`config.mk`:
```
export PLATFORM = sky130hd
export DESIGN_NAME = mcu_cmd_decoder
export DESIGN_NICKNAME = d
export VERILOG_FILES = /design/src/rtl/mcu_cmd_pkg.sv /design/src/rtl/cmd_regfile.sv /design/src/rtl/mcu_cmd_decoder.sv
export SDC_FILE = /design/constraint.sdc
export NUM_CORES = 1
export LEC_CHECK = 0
export CAP_MARGIN = 30
export CELL_PAD_IN_SITES_DETAIL_PLACEMENT = 1
export CELL_PAD_IN_SITES_GLOBAL_PLACEMENT = 2
export CORE_MARGIN = 2
export CORE_UTILIZATION = 38
export CTS_CLUSTER_SIZE = 30
export DETAILED_ROUTE_END_ITERATION = 10
export HOLD_SLACK_MARGIN = 0.06
export PLACE_DENSITY = 0.91
export SYNTH_ARGS = -nofsm -noshare
export SYNTH_HDL_FRONTEND = slang
export SYNTH_SLANG_ARGS = --single-unit
```
`constraint.sdc`:
```
create_clock -name CLK -period 5.9 [get_ports CLK]
set_input_delay 0.59 -clock CLK [delete_from_list [all_inputs] [get_ports CLK]]
set_output_delay 0.59 -clock CLK [all_outputs]
set_load 0.01 [all_outputs]
```
`src/rtl/mcu_cmd_pkg.sv`:
```
// Shared constants for the MCU command decoder: opcodes, status codes,
// FSM state encoding and frame field positions.
package mcu_cmd_pkg;

    localparam logic [7:0] OP_LED_WR  = 8'h01;
    localparam logic [7:0] OP_REG_WR  = 8'h02;
    localparam logic [7:0] OP_REG_RD  = 8'h03;
    localparam logic [7:0] OP_ID_RD   = 8'h04;
    localparam logic [7:0] OP_CLR_OVR = 8'h05;

    localparam logic [7:0] ST_OK       = 8'h00;
    localparam logic [7:0] ST_BAD_OP   = 8'hE1;
    localparam logic [7:0] ST_BAD_ADDR = 8'hE2;

    typedef enum logic [2:0] {
        S_IDLE = 3'b001,
        S_EXEC = 3'b010,
        S_RESP = 3'b100
    } state_t;

    // Command frame: opcode, address, wdata. Response frame adds status/seq/flag.
    localparam int unsigned F_OP_LSB   = 56;
    localparam int unsigned F_ADDR_LSB = 48;
    localparam int unsigned F_ST_LSB   = 48;
    localparam int unsigned F_SEQ_LSB  = 40;
    localparam int unsigned F_OVR_LSB  = 32;
    localparam int unsigned F_DATA_LSB = 0;

    function automatic logic [63:0] build_resp(input logic [7:0]  op,
                                               input logic [7:0]  st,
                                               input logic [7:0]  seq,
                                               input logic        ovr,
                                               input logic [31:0] data);
        return {op, st, seq, 7'b0, ovr, data};
    endfunction

endpackage

```
`src/rtl/cmd_regfile.sv`:
```
// Configuration register bank: synchronous write port, combinational read
// port and a flattened view of every register.
module cmd_regfile #(
    parameter int unsigned NUM_REGS = 16,
    parameter int unsigned ADDR_W   = 4
) (
    input  logic                     i_clk,
    input  logic                     i_rst_n,
    input  logic                     i_we,
    input  logic [ADDR_W-1:0]        i_waddr,
    input  logic [31:0]              i_wdata,
    input  logic [ADDR_W-1:0]        i_raddr,
    output logic [31:0]              o_rdata,
    output logic [NUM_REGS*32-1:0]   o_flat
);

    logic [31:0] r_mem [NUM_REGS];

    always_ff @(posedge i_clk or negedge i_rst_n) begin
        if (!i_rst_n) begin
            for (int unsigned i = 0; i < NUM_REGS; i++) r_mem[i] <= '0;
        end else if (i_we) begin
            r_mem[i_waddr] <= i_wdata;
        end
    end

    assign o_rdata = r_mem[i_raddr];

    always_comb begin
        o_flat = '0;
        for (int unsigned i = 0; i < NUM_REGS; i++) o_flat[32*i +: 32] = r_mem[i];
    end

endmodule

```
`src/rtl/mcu_cmd_decoder.sv`:
```
// Executes 64-bit SPI command frames in the CLK domain and returns one
// response frame per accepted command over a valid/ready handshake.
module mcu_cmd_decoder
    import mcu_cmd_pkg::*;
#(
    parameter int unsigned NUM_REGS = 16,
    parameter int unsigned ADDR_W   = 4,
    parameter logic [31:0] ID_WORD  = 32'hE7C1_0001,
    parameter logic [7:0]  LED_INIT = 8'h00
) (
    input  logic                    CLK,
    input  logic                    RST_N,
    input  logic [63:0]             RX_DATA,
    input  logic                    RX_VLD,
    output logic [63:0]             TX_DATA,
    output logic                    TX_VLD,
    input  logic                    TX_RDY,
    output logic [7:0]              LED,
    output logic [NUM_REGS*32-1:0]  REG_FLAT,
    output logic                    BUSY,
    output logic                    OVERRUN
);

    localparam logic [8:0] NREGS9 = 9'(NUM_REGS);

    state_t      r_state, w_state_nxt;
    logic [7:0]  r_op, r_addr, r_seq, r_led;
    logic [31:0] r_wdata;
    logic [63:0] r_tx_data;
    logic        r_tx_vld, r_ovr;

    logic        w_accept, w_drop, w_exec, w_ovr_nxt;
    logic        w_addr_ok, w_led_we, w_reg_we, w_clr;
    logic [7:0]  w_status;
    logic [31:0] w_resp_data, w_reg_rd;
    logic        w_unused;

    assign w_unused = &{1'b0, RX_DATA[47:32]};

    always_ff @(posedge CLK or negedge RST_N) begin
        if (!RST_N) r_state <= S_IDLE;
        else        r_state <= w_state_nxt;
    end

    // A frame arriving on the completing handshake cycle is a new command, not a drop.
    always_comb begin
        w_state_nxt = r_state;
        w_accept    = 1'b0;
        w_drop      = 1'b0;
        w_exec      = 1'b0;
        case (r_state)
            S_IDLE: if (RX_VLD) begin
                w_accept    = 1'b1;
                w_state_nxt = S_EXEC;
            end
            S_EXEC: begin
                w_exec      = 1'b1;
                w_drop      = RX_VLD;
                w_state_nxt = S_RESP;
            end
            S_RESP: if (r_tx_vld && TX_RDY) begin
                w_state_nxt = RX_VLD ? S_EXEC : S_IDLE;
                w_accept    = RX_VLD;
            end else begin
                w_drop      = RX_VLD;
            end
            default: w_state_nxt = S_IDLE;
        endcase
    end

    assign w_addr_ok = {1'b0, r_addr} < NREGS9;

    always_comb begin
        w_status    = ST_OK;
        w_resp_data = '0;
        w_led_we    = 1'b0;
        w_reg_we    = 1'b0;
        w_clr       = 1'b0;
        case (r_op)
            OP_LED_WR: begin
                w_led_we    = 1'b1;
                w_resp_data = {24'h0, r_wdata[7:0]};
            end
            OP_REG_WR: if (w_addr_ok) begin
                w_reg_we    = 1'b1;
                w_resp_data = r_wdata;
            end else w_status = ST_BAD_ADDR;
            OP_REG_RD: if (w_addr_ok) w_resp_data = w_reg_rd;
                       else           w_status    = ST_BAD_ADDR;
            OP_ID_RD:   w_resp_data = ID_WORD;
            OP_CLR_OVR: w_clr       = 1'b1;
            default:    w_status    = ST_BAD_OP;
        endcase
    end

    // A drop in the same cycle as CLR_OVR keeps the flag set.
    assign w_ovr_nxt = w_drop | (r_ovr & ~(w_exec & w_clr));

    always_ff @(posedge CLK or negedge RST_N) begin
        if (!RST_N) begin
            r_op      <= '0;
            r_addr    <= '0;
            r_wdata   <= '0;
            r_seq     <= '0;
            r_tx_data <= '0;
            r_tx_vld  <= 1'b0;
            r_led     <= LED_INIT;
            r_ovr     <= 1'b0;
        end else begin
            r_ovr <= w_ovr_nxt;
            if (w_accept) begin
                r_op    <= RX_DATA[F_OP_LSB +: 8];
                r_addr  <= RX_DATA[F_ADDR_LSB +: 8];
                r_wdata <= RX_DATA[F_DATA_LSB +: 32];
                r_seq   <= r_seq + 8'd1;
            end
            if (w_exec) begin
                r_tx_vld  <= 1'b1;
                r_tx_data <= build_resp(r_op, w_status, r_seq, w_ovr_nxt, w_resp_data);
                if (w_led_we) r_led <= r_wdata[7:0];
            end else if (r_tx_vld && TX_RDY) begin
                r_tx_vld <= 1'b0;
            end
        end
    end

    cmd_regfile #(
        .NUM_REGS (NUM_REGS),
        .ADDR_W   (ADDR_W)
    ) u_regfile (
        .i_clk   (CLK),
        .i_rst_n (RST_N),
        .i_we    (w_exec & w_reg_we),
        .i_waddr (r_addr[ADDR_W-1:0]),
        .i_wdata (r_wdata),
        .i_raddr (r_addr[ADDR_W-1:0]),
        .o_rdata (w_reg_rd),
        .o_flat  (REG_FLAT)
    );

    assign TX_DATA = r_tx_data;
    assign TX_VLD  = r_tx_vld;
    assign LED     = r_led;
    assign BUSY    = (r_state != S_IDLE);
    assign OVERRUN = r_ovr;

endmodule

```
### Word level (Yosys, flattened, before mapping)

Cells that the tools add are included.

| operators by class | value |
|---|---|
| eq/ne operators | 11 |
| add/sub/neg operators | 1 |
| bitwise operators | 6 |
| multiplexer cells | 27 |
| reductions and logical operators | 7 |
| order comparisons | 3 |

Operators with widths:

| operator | number |
|---|---|
| bitwise mux 512 bit | 1 |
| two-way mux 32 bit | 5 |
| binary-select mux 32 bit (select 4 bit) | 1 |
| demux 32 bit (select 4 bit) | 1 |
| one-hot mux 32 bit (4 select lines) | 1 |
| equality test 8 x 2 -> 1 bit, second input constant | 2 |
| equality test 8 x 3 -> 1 bit, second input constant | 2 |
| one-hot mux 8 bit (2 select lines) | 1 |
| two-way mux 1 bit | 10 |
| one-hot mux 3 bit (3 select lines) | 1 |
| adder 8 x 1 -> 8 bit, second input constant | 1 |
| equality test 8 x 1 -> 1 bit, second input constant | 1 |
| < comparator 8 x 5 -> 1 bit, second input constant | 1 |
| two-way mux 8 bit | 1 |
| two-way mux 3 bit | 2 |
| greater-or-equal comparator 5 bit, second input constant | 1 |
| < comparator 5 x 1 -> 1 bit, second input constant | 1 |
| NOT 4 -> 5 bit | 1 |
| inequality test 2 bit, second input constant | 2 |
| one-hot mux 1 bit (2 select lines) | 2 |
| AND reduction 2 bit | 2 |
| AND 1 bit | 3 |
| equality test 3 x 1 -> 1 bit, second input constant | 1 |
| equality test 3 x 2 -> 1 bit, second input constant | 1 |
| other kinds (9) | 10 |

| storage, ports and cells | value |
|---|---|
| logic and storage cells | 80 |
| output and inout bits | 587 |
| register bits | 638 |
| input bits | 68 |

### Depth between registers and ports, before layout

Gate-level depths: netlist of the first run.

| depth | value |
|---|---|
| word-level depth | 6 |
| depth in mapped cells | 8 |

### By module

From an unflattened synthesis of the first run, not the netlist that was laid out.

| unflattened totals | value |
|---|---|
| cell total of the unflattened synthesis | 1842 |
| area total of the unflattened synthesis | 27876.7 um^2 |

By module, submodules not included:

| module | area each (um^2) | cells each | times used |
|---|---|---|---|
| cmd_regfile | 22774.3 | 1404 | 1 |
| mcu_cmd_decoder | 5102.4 | 438 | 1 |

### Worst setup path after synthesis of the first run

OpenSTA, ideal clock, no wires.

| path | value |
|---|---|
| path kind | reg-to-reg |
| start | register r_state[2] |
| end | register u_regfile.r_mem (netlist bit u_regfile.o_flat[460]) |
| setup slack | 3.535 ns |
| period minus slack after synthesis | 2.365 ns |
| required time | 5.775 ns |
| data arrival time | 2.241 ns |
| stages on the path, launching flop included | 9 |
| library setup time | 0.125 ns |
| cell sequence | dfrtp_1 -> buf_2 -> or3b_1 -> buf_2 -> nor3_4 -> nand3_2 -> nor3b_4 -> buf_6 -> mux2_2 |

| on the way | value |
|---|---|
| longest elaborated chain between the ends | 3 |

Ends and longest elaborated chain:

| item | line | source |
|---|---|---|
| from (decl) | mcu_cmd_decoder.sv:26 | `state_t r_state, w_state_nxt;` |
| from (signal assigned) | mcu_cmd_decoder.sv:42 | `else r_state <= w_state_nxt;` |
| equality test 3 x 2 -> 1 bit | mcu_cmd_decoder.sv:51 | `case (r_state)` |
| two-way mux 1 bit | mcu_cmd_decoder.sv:51 |  |
| AND 1 bit | mcu_cmd_decoder.sv:133 | `.i_we (w_exec & w_reg_we),` |
| to (signal, indexed assignment) | cmd_regfile.sv:23 | `r_mem[i_waddr] <= i_wdata;` |
| to (decl) | cmd_regfile.sv:17 | `logic [31:0] r_mem [NUM_REGS];` |

No other way between the ends.
A chain may end at the register's enable or synchronous reset.

### Worst setup path after layout of the first run

| path | value |
|---|---|
| start | register r_op[3] |
| end | register u_regfile.r_mem (netlist bit u_regfile.o_flat[190]) |

| on the way | value |
|---|---|
| longest elaborated chain between the ends | 3 |

Ends and longest elaborated chain:

| item | line | source |
|---|---|---|
| from (decl) | mcu_cmd_decoder.sv:27 | `logic [7:0] r_op, r_addr, r_seq, r_led;` |
| from (signal assigned) | mcu_cmd_decoder.sv:112 | `r_op <= RX_DATA[F_OP_LSB +: 8];` |
| equality test 8 x 2 -> 1 bit | mcu_cmd_decoder.sv:79 | `case (r_op)` |
| two-way mux 1 bit | mcu_cmd_decoder.sv:79 |  |
| AND 1 bit | mcu_cmd_decoder.sv:133 |  |

No other way between the ends.

==> metrics, run 1 <==
layout cells sized above 1=36.7%; DR WL/cell=31.0 µm; critical path capture point type=flip-flop; weighted congestion at the end of routability-driven global placement=0.835; path type of the worst setup path=reg2reg; Total Wirelength=107000 µm; biggest area consumer among synthesized cells=dfrtp_1; kind of launch point of the worst setup path=flip-flop; number of synthesized flops with an enable pin=0; largest incremental delay on the critical path=0.85 ns; Critical Path Fanout Max=17; part of the power in the clock network=36.3%; CTS Buf Count=71; via count of the first global-routing pass=21400; number of antenna violations at the first check in global routing=3; proportion of synthesized chip area in sequential cells=56.3%; FF/Latch Area=15900 µm²; Max Clock Freq=288 MHz; Boundary Pins=655; final worst setup slack=2.43 ns; CTS tree=yes; global-route total usage across every layer=27.9%; wire length of the first global-routing pass=156000 µm; final worst-path cycle share=58.8%; GRT Max-Usage Layer=met2; Async S/R FF share, synth=100%; number of sinks on the clock net=633; multi-input gate area in the final layout=11600 µm²; CTS root buf=clkbuf_16; Worst Clk Skew=0.0279 ns; detailed placement HPWL=71900 µm; area enclosed by the die boundary=76300 µm²; top cell type's share of synthesized area=56.2%; total negative setup slack=0 ns; Die Width=276 µm; Congestion Overflow GR=0; total iterations of the first detailed-routing run=5; switching power=3920 µW; maximum number of pins on one net before global-route repair=170; insertion delay to the later sink of the worst-skew pair=0.62 ns; placed cell area=35400 µm²; count of routing violations after the opening detailed-route iteration=1186; summed instance area of the synthesized netlist=28100 µm²; ys flop type=dfrtp_1; max-cap violation count=0; number of distinct standard cells referenced by the synthesized netlist=54; class of the most critical hold timing path=reg2reg; Critical Path, Cell by Cell=nor4_2 > and3_1 > nand4_1 > nor2_4 > buf_4 > mux2_2; Worst slew margin=28.9%; final number of setup-violating endpoints=0; Reg power frac=46.2%; slew of the pin with the lowest slew margin=1.07 ns; clock transition at the registers of the reported paths=0.06 ns; row count=99; number of max-slew violations in the final report=0; final hold viol count=0; power density relative to cell area=320 nW/µm²; number of H-tree levels=3; number of setup buffers added after CTS=0; Setup WS pre-CTS=2.46 ns; starting density of the core=38.5%; antenna-violating nets left=0; part of the power in combinational logic=17.5%; Lkg Pwr=0.0172 µW; core area=73200 µm²; net count reported at finish=2501; status=finished, final reports clean; average vias per placed instance=5.62; Worst path slowest cell=nor2_4; WP data arrival=3.95 ns; design internal power=8170 µW; Synth area leaders=dfrtp_1 56%, mux2_2 24%, mux4_2 10%; unrepaired setup endpoints after global routing=no; warning count from the yosys run=0; fill cell instance count of the final layout=7017; count of port buffers added during placement=628; Worst Path Required=6.39 ns; die height=276 µm; met1 track utilization from global routing=33.5%; minimum period implied by the final worst setup slack=3.47 ns; post-layout instance area=37700 µm²; met2 global-route usage=47.3%; post-synthesis area per instance=15.3 µm²; met3 track demand over resource in global routing=6.95%; Seq cells post-synth=633; Post-Syn Instances=1845; switching portion of total power=32.5%; buffer levels on the longest clock path=3; Syn-to-layout area delta=34.0%; total vias in the final route=19400; largest voltage drop on the vdd net=0.000262 V; DRC violations left=0
==> placed cells by master, fill, tap and decap left out, drive strengths merged, types with 3 or more instances in the layout <==
master         count
a21oi             14
a22oi             22
a2bb2oi            9
buf               45
clkbuf           109
clkdlybuf4s50    627
clkinv            14
conb              10
dfrtp            632
inv                7
mux2             619
mux2i              9
mux4             128
nand2             89
nand2b             3
nand3             48
nand4             12
nor2              21
nor3               5
nor3b              3
nor4               4
o211ai             9
o21ai              9
or3                5
xnor2              4
xor2               4
==> logic make-up after synthesis <==
family | share of synthesized area [%]
XOR/XNOR | 0.249
other | 0.0133
buffers and inverters | 2.83
adder cells (fa/ha/maj) | 0.0444
AO/OA/AOI/OAI | 1.76
flip-flops | 56.3
AND/OR/NAND/NOR | 3.50
multiplexers | 35.3
==> metrics by stage <==
stage	hold WS (ns)	util (%)	cells	power, µW
global route	0.512	51.5	3447	12500
global placement	0.463	48.3	3314	7630
floorplan	0.294	-	1854	6660
finish	0.477	51.5	3447	12100
detailed placement	0.468	48.4	3317	7770
CTS	0.483	51.5	3445	12200
==> critical path: cells and delay by family (launching register included) <==
kind	cells	cell delay (ns)
buffers and inverters	1	0.51
flip-flops	1	0.40
multiplexers	1	0.39
AND/OR/NAND/NOR	4	2.02
==> synth_stat cells (all sizes together) (2+ instances only) <==
cell	number
a21oi	14
a22oi	22
a2bb2oi	9
a31oi	2
and3	2
buf	81
clkbuf	87
dfrtp	632
inv	4
mux2	619
mux2i	9
mux4	128
nand2	89
nand2b	3
nand3	48
nand3b	2
nand4	12
nor2	21
nor2b	2
nor3	5
nor3b	3
nor4	4
o211ai	9
o21ai	9
o22ai	2
or3	5
xnor2	4
xor2	4
==> sequential cells by signal (all words and copies together) (netlist names) <==
name and cells:
r_addr 8, TX_VLD 1, r_op 8, u_regfile.o_flat 512, LED 8, TX_DATA 52
r_seq 8, OVERRUN 1, r_state 3, r_wdata 32
==> final timing paths <==
check	startpoint	end	slack [ns]	depth (start not counted)
setup reg to reg	r_op[3]$_DFFE_PN0P_	u_regfile.o_flat[190]$_DFFE_PN0P_	2.43	6
hold / removal	TX_DATA[45]$_DFFE_PN0P_	TX_DATA[45]$_DFFE_PN0P_	0.48	2
min in group asynchronous	RST_N	TX_DATA[40]$_DFFE_PN0P_	0.59	2
hold reg to reg	TX_DATA[45]$_DFFE_PN0P_	TX_DATA[45]$_DFFE_PN0P_	0.48	2
setup / recovery	r_op[3]$_DFFE_PN0P_	u_regfile.o_flat[190]$_DFFE_PN0P_	2.43	6
max in group asynchronous	RST_N	u_regfile.o_flat[38]$_DFFE_PN0P_	3.82	3
==> repair_timing <==
action / 4_1_cts / 5_1_grt
hold buffers: 1 / 0
hold endpoints to repair: 84 / 0
resized for setup: 0 / 0
==> power groups by stage <==
stage	Combinational (µW)	Sequential, µW	Clock, µW
finish	2120	5580	4390
global route	2260	5650	4630
detailed placement	2140	5630	0
floorplan	1710	4950	0
global placement	2050	5580	0
CTS	2150	5560	4480
==> layout make-up <==
cell class / count / share of cell area [%]
clock buffers: 109 / 5.63
inverters: 5 / 0.0497
multi-input cells: 1048 / 30.9
repair buffers: 673 / 17.8
diodes: 2 / 0.0133
well taps: 959 / 3.18
clock inverters: 18 / 0.431
flip-flops and latches: 633 / 42.0
==> layer usage <==
| metal | part of all wire, % | wire, µm |
|---|---|---|
| met1 | 39 | 41400 |
| met2 | 50 | 53200 |
| met3 | 6.4 | 6850 |
| met4 | 4.9 | 5240 |
| met5 | 0.012 | 13 |
Power figures use the tool's default switching activity.
==> inputs of run 2 (changes only) <==
- CORE_UTILIZATION: 38 -> 35
- PLACE_DENSITY: 0.91 -> 0.85
- clock period: 5.9 -> 3.6 ns (I/O delays scaled with it)
==> run 2 against run 1 <==
- clock power increased by 68%
- power increased by 67%
- fmax increased by 17%
- worst setup slack got worse by 1.8 ns
- sequential share of layout area decreased by 0.53 points
- non-clock buffer count increased by 26
- global-route usage decreased by 1.8 points
- final cell count increased by 3.3%
- die area increased by 8.4%
- via count increased by 0.23%
- hold slack got worse by 0.16 ns
- largest power group unchanged
==> metrics, run 2 (synthesis results as in run 1) <==
Total Wirelength=109000 µm (+2.0%); weighted congestion at the end of routability-driven global placement=0.855 (+2.4%); Boundary Pins=655 (unchanged); CTS Buf Count=72 (+1.4%); global-route total usage across every layer=26.1% (-1.8 points); maximum number of pins on one net before global-route repair=106 (-38%); Lkg Pwr=0.0174 µW (+1.2%); number of cells on the worst reg-to-reg path=6 (unchanged); count of port buffers added during placement=628 (unchanged); count of cells along the worst hold path=3 (+1); Congestion Overflow GR=0 (unchanged); Worst path slowest cell=or3_2; power density relative to cell area=528 nW/µm² (+65%); Critical Path Fanout Max=18 (+1); total iterations of the first detailed-routing run=5 (unchanged); minimum period implied by the final worst setup slack=2.95 ns (-0.514 ns); clock transition at the registers of the reported paths=0.06 ns (about the same); class of the most critical hold timing path=in2reg; total buffers and inverters traversed by the critical path=1 (unchanged); final hold viol count=0 (unchanged); number of H-tree levels=3 (unchanged); DRC violations left=0 (unchanged); number of sinks on the clock net=633 (unchanged); buffer levels on the longest clock path=3 (unchanged); Worst Clk Skew=0.0287 ns (+0.000851 ns); max reg flops=512 (unchanged); slew of the pin with the lowest slew margin=0.974 ns (-0.0921 ns); multi-input gate area in the final layout=11600 µm² (about the same); critical path capture point type=flip-flop; average vias per placed instance=5.45 (-3.0%); antenna-violating nets left=0 (unchanged); largest incremental delay on the critical path=0.53 ns (-0.32 ns); FF/Latch Area=15900 µm² (unchanged); Syn-to-layout area delta=35.8%; startpoint of the lowest-slack hold path=RX_DATA[62]; starting density of the core=35.5% (-2.9 points); Worst slew margin=35.1% (+6.1 points); area enclosed by the die boundary=82700 µm² (+8.4%); row count=103 (+4.0%); DR WL/cell=30.6 µm (-1.3%); Max Clock Freq=339 MHz (+17%); Die Width=288 µm (+4.1%); die height=288 µm (+4.1%); WP data arrival=3.44 ns (-0.51 ns); status=finished, final reports clean; total vias in the final route=19400 (+0.23%); CTS tree=yes; worst-case register-to-register setup slack=0.65 ns (-1.79 ns); Worst Path Required=4.08 ns (-2.31 ns); cell total after placement=3434 (+3.5%); number of antenna violations at the first check in global routing=3 (unchanged); total negative setup slack=0 ns (unchanged); largest voltage drop on the vdd net=0.000492 V (+88%); detailed placement HPWL=74500 µm (+3.6%); category of cells accounting for the largest share of critical-path delay=simple AND/OR/NAND/NOR gates; unrepaired setup endpoints after global routing=no; final worst-path cycle share=82.0% (+23 points); Post-CTS Resized=0 (unchanged); net count reported at finish=2528 (+1.1%); launch instance of the worst register-to-register path=r_op[3]$_DFFE_PN0P_; kind of launch point of the worst setup path=flip-flop; post-route total power=20200 µW (+67%); end point of the most critical hold path=r_op[6]$_DFFE_PN0P_; core area=79300 µm² (+8.3%); layout cells sized above 1=37.5% (+0.79 points); count of routing violations after the opening detailed-route iteration=1140 (-3.9%); final standard cell count with taps included and fillers excluded=3561 (+3.3%); insertion delay to the later sink of the worst-skew pair=0.62 ns (about the same); leading cell type in the layout, fill and taps excluded=dfrtp_1; path type of the worst setup path=reg2reg; Critical Path, Cell by Cell=nor4_2 > and3_1 > nand4_1 > or3_2 > buf_4 > mux2_1; wire length of the first global-routing pass=157000 µm (+0.21%); CTS root buf=clkbuf_16; Post-Route Utilization=48.2% (-3.3 points); number of max-slew violations in the final report=0 (unchanged); max-cap violation count=0 (unchanged); final number of setup-violating endpoints=0 (unchanged); reg-to-reg endpoint=u_regfile.o_flat[18]$_DFFE_PN0P_; most frequent cells in the layout=629 x dfrtp_1, 627 x clkdlybuf4s50_1, 604 x mux2_2; fill cell instance count of the final layout=7761 (+11%); via count of the first global-routing pass=21600 (+0.73%)
run 2: routing by layer:
layer  vias up  routed length, µm  track usage (%)
met5         -                  0                0
met4         0               5450             12.7
met3       236               6750             6.19
met2       684              53200             43.0
met1     10500              43400             32.1
li1       8016                  -                -
run 2: final cells by class:
cell class,count,share of cell area (%)
repair buffers,699,18.4
clock inverters,20,0.671
clock buffers,103,5.52
well taps,1050,3.44
multi-input cells,1048,30.5
diodes,3,0.0196
inverters,5,0.0491
flip-flops and latches,633,41.5
run 2: timing repair:
action,CTS,global route
hold endpoints to repair,69,0
hold buffers,1,0
setup buffers,0,0
run 2: stage by stage:
stage | cell area [µm²] | setup slack [ns] | hold slack, ns
global placement | 35800 | 0.736 | 0.438
CTS | 38200 | 0.649 | 0.272
floorplan | 28200 | 1.23 | 0.0644
finish | 38200 | 0.647 | 0.314
global route | 38200 | 0.541 | 0.328
detailed placement | 35800 | 0.682 | 0.458
run 2: tightest hold or removal path, delay by kind of cell:
family                 cells  cell delay (ns)
AND/OR/NAND/NOR            1             0.05
AO/OA/AOI/OAI              1             0.06
buffers and inverters      1             0.40
run 2: how the worst max path moves through the flow:
stage	startpoint	end	slack, ns	cells after the start
floorplan	r_state[2]$_DFFE_PN0P_	u_regfile.o_flat[460]$_DFFE_PN0P_	1.23	8
global placement	r_op[3]$_DFFE_PN0P_	u_regfile.o_flat[136]$_DFFE_PN0P_	0.74	6
detailed placement	r_op[3]$_DFFE_PN0P_	u_regfile.o_flat[138]$_DFFE_PN0P_	0.68	6
CTS	r_op[3]$_DFFE_PN0P_	u_regfile.o_flat[18]$_DFFE_PN0P_	0.65	6
global route	r_op[3]$_DFFE_PN0P_	u_regfile.o_flat[18]$_DFFE_PN0P_	0.54	6
finish	r_op[3]$_DFFE_PN0P_	u_regfile.o_flat[18]$_DFFE_PN0P_	0.65	6
run 2: power by group:
group | leakage, µW | switching (µW) | internal, µW | total [µW]
registers | 0.00869 | 1450 | 7560 | 9010
clock network | 0.00117 | 3010 | 4370 | 7380
logic | 0.00749 | 2080 | 1690 | 3770
==> inputs of run 3 (changes only) <==
- clock period: 3.6 -> 3 ns (I/O delays scaled with it)
==> run 3 against run 2 <==
- critical path depth unchanged
- wire length decreased by 0.17%
- first-iteration DRC count fell by 6.4%
- clock-buffer cell count rose by 12
- via count barely moved
- critical endpoint is now u_regfile.o_flat[156]$_DFFE_PN0P_
- largest power group unchanged
==> metrics, run 3 (synthesis results as in run 1) <==
status=finished, final reports clean; part of the power in combinational logic=19.1% (+0.4 points); number of antenna violations at the first check in global routing=3 (unchanged); CTS tree=yes; via count of the first global-routing pass=21600 (-0.028%); buffer levels on the longest clock path=3 (unchanged); kind of launch point of the worst setup path=flip-flop; switching portion of total power=32.6% (+0.15 points); wire length of the first global-routing pass=158000 µm (+0.86%); minimum period implied by the final worst setup slack=2.73 ns (-0.224 ns); unrepaired setup endpoints after global routing=no; Worst Path Required=3.48 ns (-0.60 ns); switching power=7860 µW (+20%); cell total after placement=3439 (+0.15%); max-cap violation count=0 (unchanged); weighted congestion at the end of routability-driven global placement=0.836 (-2.2%); power density relative to cell area=629 nW/µm² (+19%); antenna-violating nets left=0 (unchanged); starting density of the core=35.5% (unchanged); Reg power frac=44.4% (-0.3 points); Max Clock Freq=366 MHz (+8.2%); detailed placement HPWL=74400 µm (about the same); Syn-to-layout area delta=36.3%; WP data arrival=3.21 ns (-0.23 ns); leading cell type in the layout, fill and taps excluded=dfrtp_1; number of H-tree levels=3 (unchanged); Boundary Pins=655 (unchanged); max reg flops=512 (unchanged); total negative setup slack=0 ns (unchanged); Lkg Pwr=0.0174 µW (+0.23%); final standard cell count with taps included and fillers excluded=3571 (+0.28%); part of the power in the clock network=36.6% (about the same); Worst slew margin=40.4% (+5.3 points); slew of the pin with the lowest slew margin=0.895 ns (-0.0795 ns); class of the most critical hold timing path=in2reg; CTS Buf Count=73 (+1.4%); Worst Clk Skew=0.0288 ns (+0.0000726 ns); most frequent cells in the layout=629 x dfrtp_1, 627 x clkdlybuf4s50_1, 604 x mux2_2; design internal power=16300 µW (+19%); count of port buffers added during placement=628 (unchanged); largest voltage drop on the vdd net=0.000597 V (+21%); final worst-path cycle share=91.0% (+8.9 points); insertion delay to the later sink of the worst-skew pair=0.62 ns (about the same); Total Wirelength=109000 µm (-0.17%); DR WL/cell=30.4 µm (-0.45%); count of routing violations after the opening detailed-route iteration=1067 (-6.4%); layout cells sized above 1=37.6% (+0.15 points); total iterations of the first detailed-routing run=5 (unchanged); critical path capture point type=flip-flop; core area=79300 µm² (unchanged); clock transition at the registers of the reported paths=0.06 ns (about the same); area enclosed by the die boundary=82700 µm² (unchanged); Die Width=288 µm (unchanged); CTS root buf=clkbuf_16; final number of setup-violating endpoints=0 (unchanged); row count=103 (unchanged); total vias in the final route=19400 (-0.082%); path type of the worst setup path=reg2reg; Congestion Overflow GR=0 (unchanged); average vias per placed instance=5.43 (-0.36%); global-route total usage across every layer=26.1% (+0.071 points); maximum number of pins on one net before global-route repair=95 (-10%); final hold viol count=0 (unchanged); number of sinks on the clock net=633 (unchanged); number of max-slew violations in the final report=0 (unchanged); net count reported at finish=2536 (+0.32%); DRC violations left=0 (unchanged); die height=288 µm (unchanged); Critical Path Fanout Max=20 (+2)
-- run 3: final timing paths --
| path | slack, ns | start | depth (start not counted) | end |
|---|---|---|---|---|
| min reg2reg | 0.47 | r_seq[7]$_DFFE_PN0P_ | 1 | r_seq[7]$_DFFE_PN0P_ |
| max | 0.27 | r_op[3]$_DFFE_PN0P_ | 6 | u_regfile.o_flat[156]$_DFFE_PN0P_ |
| max reg2reg | 0.27 | r_op[3]$_DFFE_PN0P_ | 6 | u_regfile.o_flat[156]$_DFFE_PN0P_ |
| max in group asynchronous | 1.68 | RST_N | 3 | u_regfile.o_flat[301]$_DFFE_PN0P_ |
| min in group asynchronous | 0.30 | RST_N | 2 | u_regfile.o_flat[442]$_DFFE_PN0P_ |
| min | 0.27 | RX_DATA[62] | 3 | r_op[6]$_DFFE_PN0P_ |
-- run 3: critical path: stages (launching register included) --
cell and delay, ns:
dfrtp_1 0.40, nor4_2 0.42, and3_1 0.41, nand4_1 0.24, or3_2 0.48, buf_4 0.29
mux2_1 0.37
-- run 3: power by group through the flow --
stage	logic [µW]	clock network, µW	registers, µW
detailed placement	4660	0	10800
floorplan	3370	0	9740
global placement	4580	0	10700
global route	4890	9380	10800
CTS	4670	9020	10700
finish	4600	8830	10700
-- run 3: layout make-up --
cell class | instances | area, µm²
Sequential cell | 633 | 15900
Timing Repair Buffer | 706 | 7170
Multi-Input combinational cell | 1048 | 11600
Clock inverter | 12 | 115
Antenna cell | 2 | 5.00
Inverter | 5 | 18.8
Clock buffer | 115 | 2260
Fill cell | 7754 | 40900
Tap cell | 1050 | 1310
-- run 3: per-layer routing --
layer	vias to the layer above	global-route usage, %	wire length [µm]
li1	8018	-	-
met1	10600	32.4	43100
met2	639	44.1	54600
met3	178	6.07	6950
met4	0	10.3	3960
met5	-	0	0
-- run 3: metrics by stage --
step	power [µW]	util (%)	setup slack [ns]	hold WS (ns)	cell area (µm²)
floorplan	13100	-	0.635	0.00441	28200
global placement	15300	45.4	0.109	0.347	36000
detailed placement	15500	45.4	0.0782	0.347	36000
CTS	24400	48.4	0.0808	0.228	38400
global route	25100	48.4	0.129	0.260	38400
finish	24100	48.4	0.271	0.274	38400
-- run 3: what timing repair did --
item	in CTS	in global routing
setup buffers	0	2
setup endpoints to repair	0	10
resized for setup	0	0
endpoints found under the hold margin	54	0
hold buffers	1	0
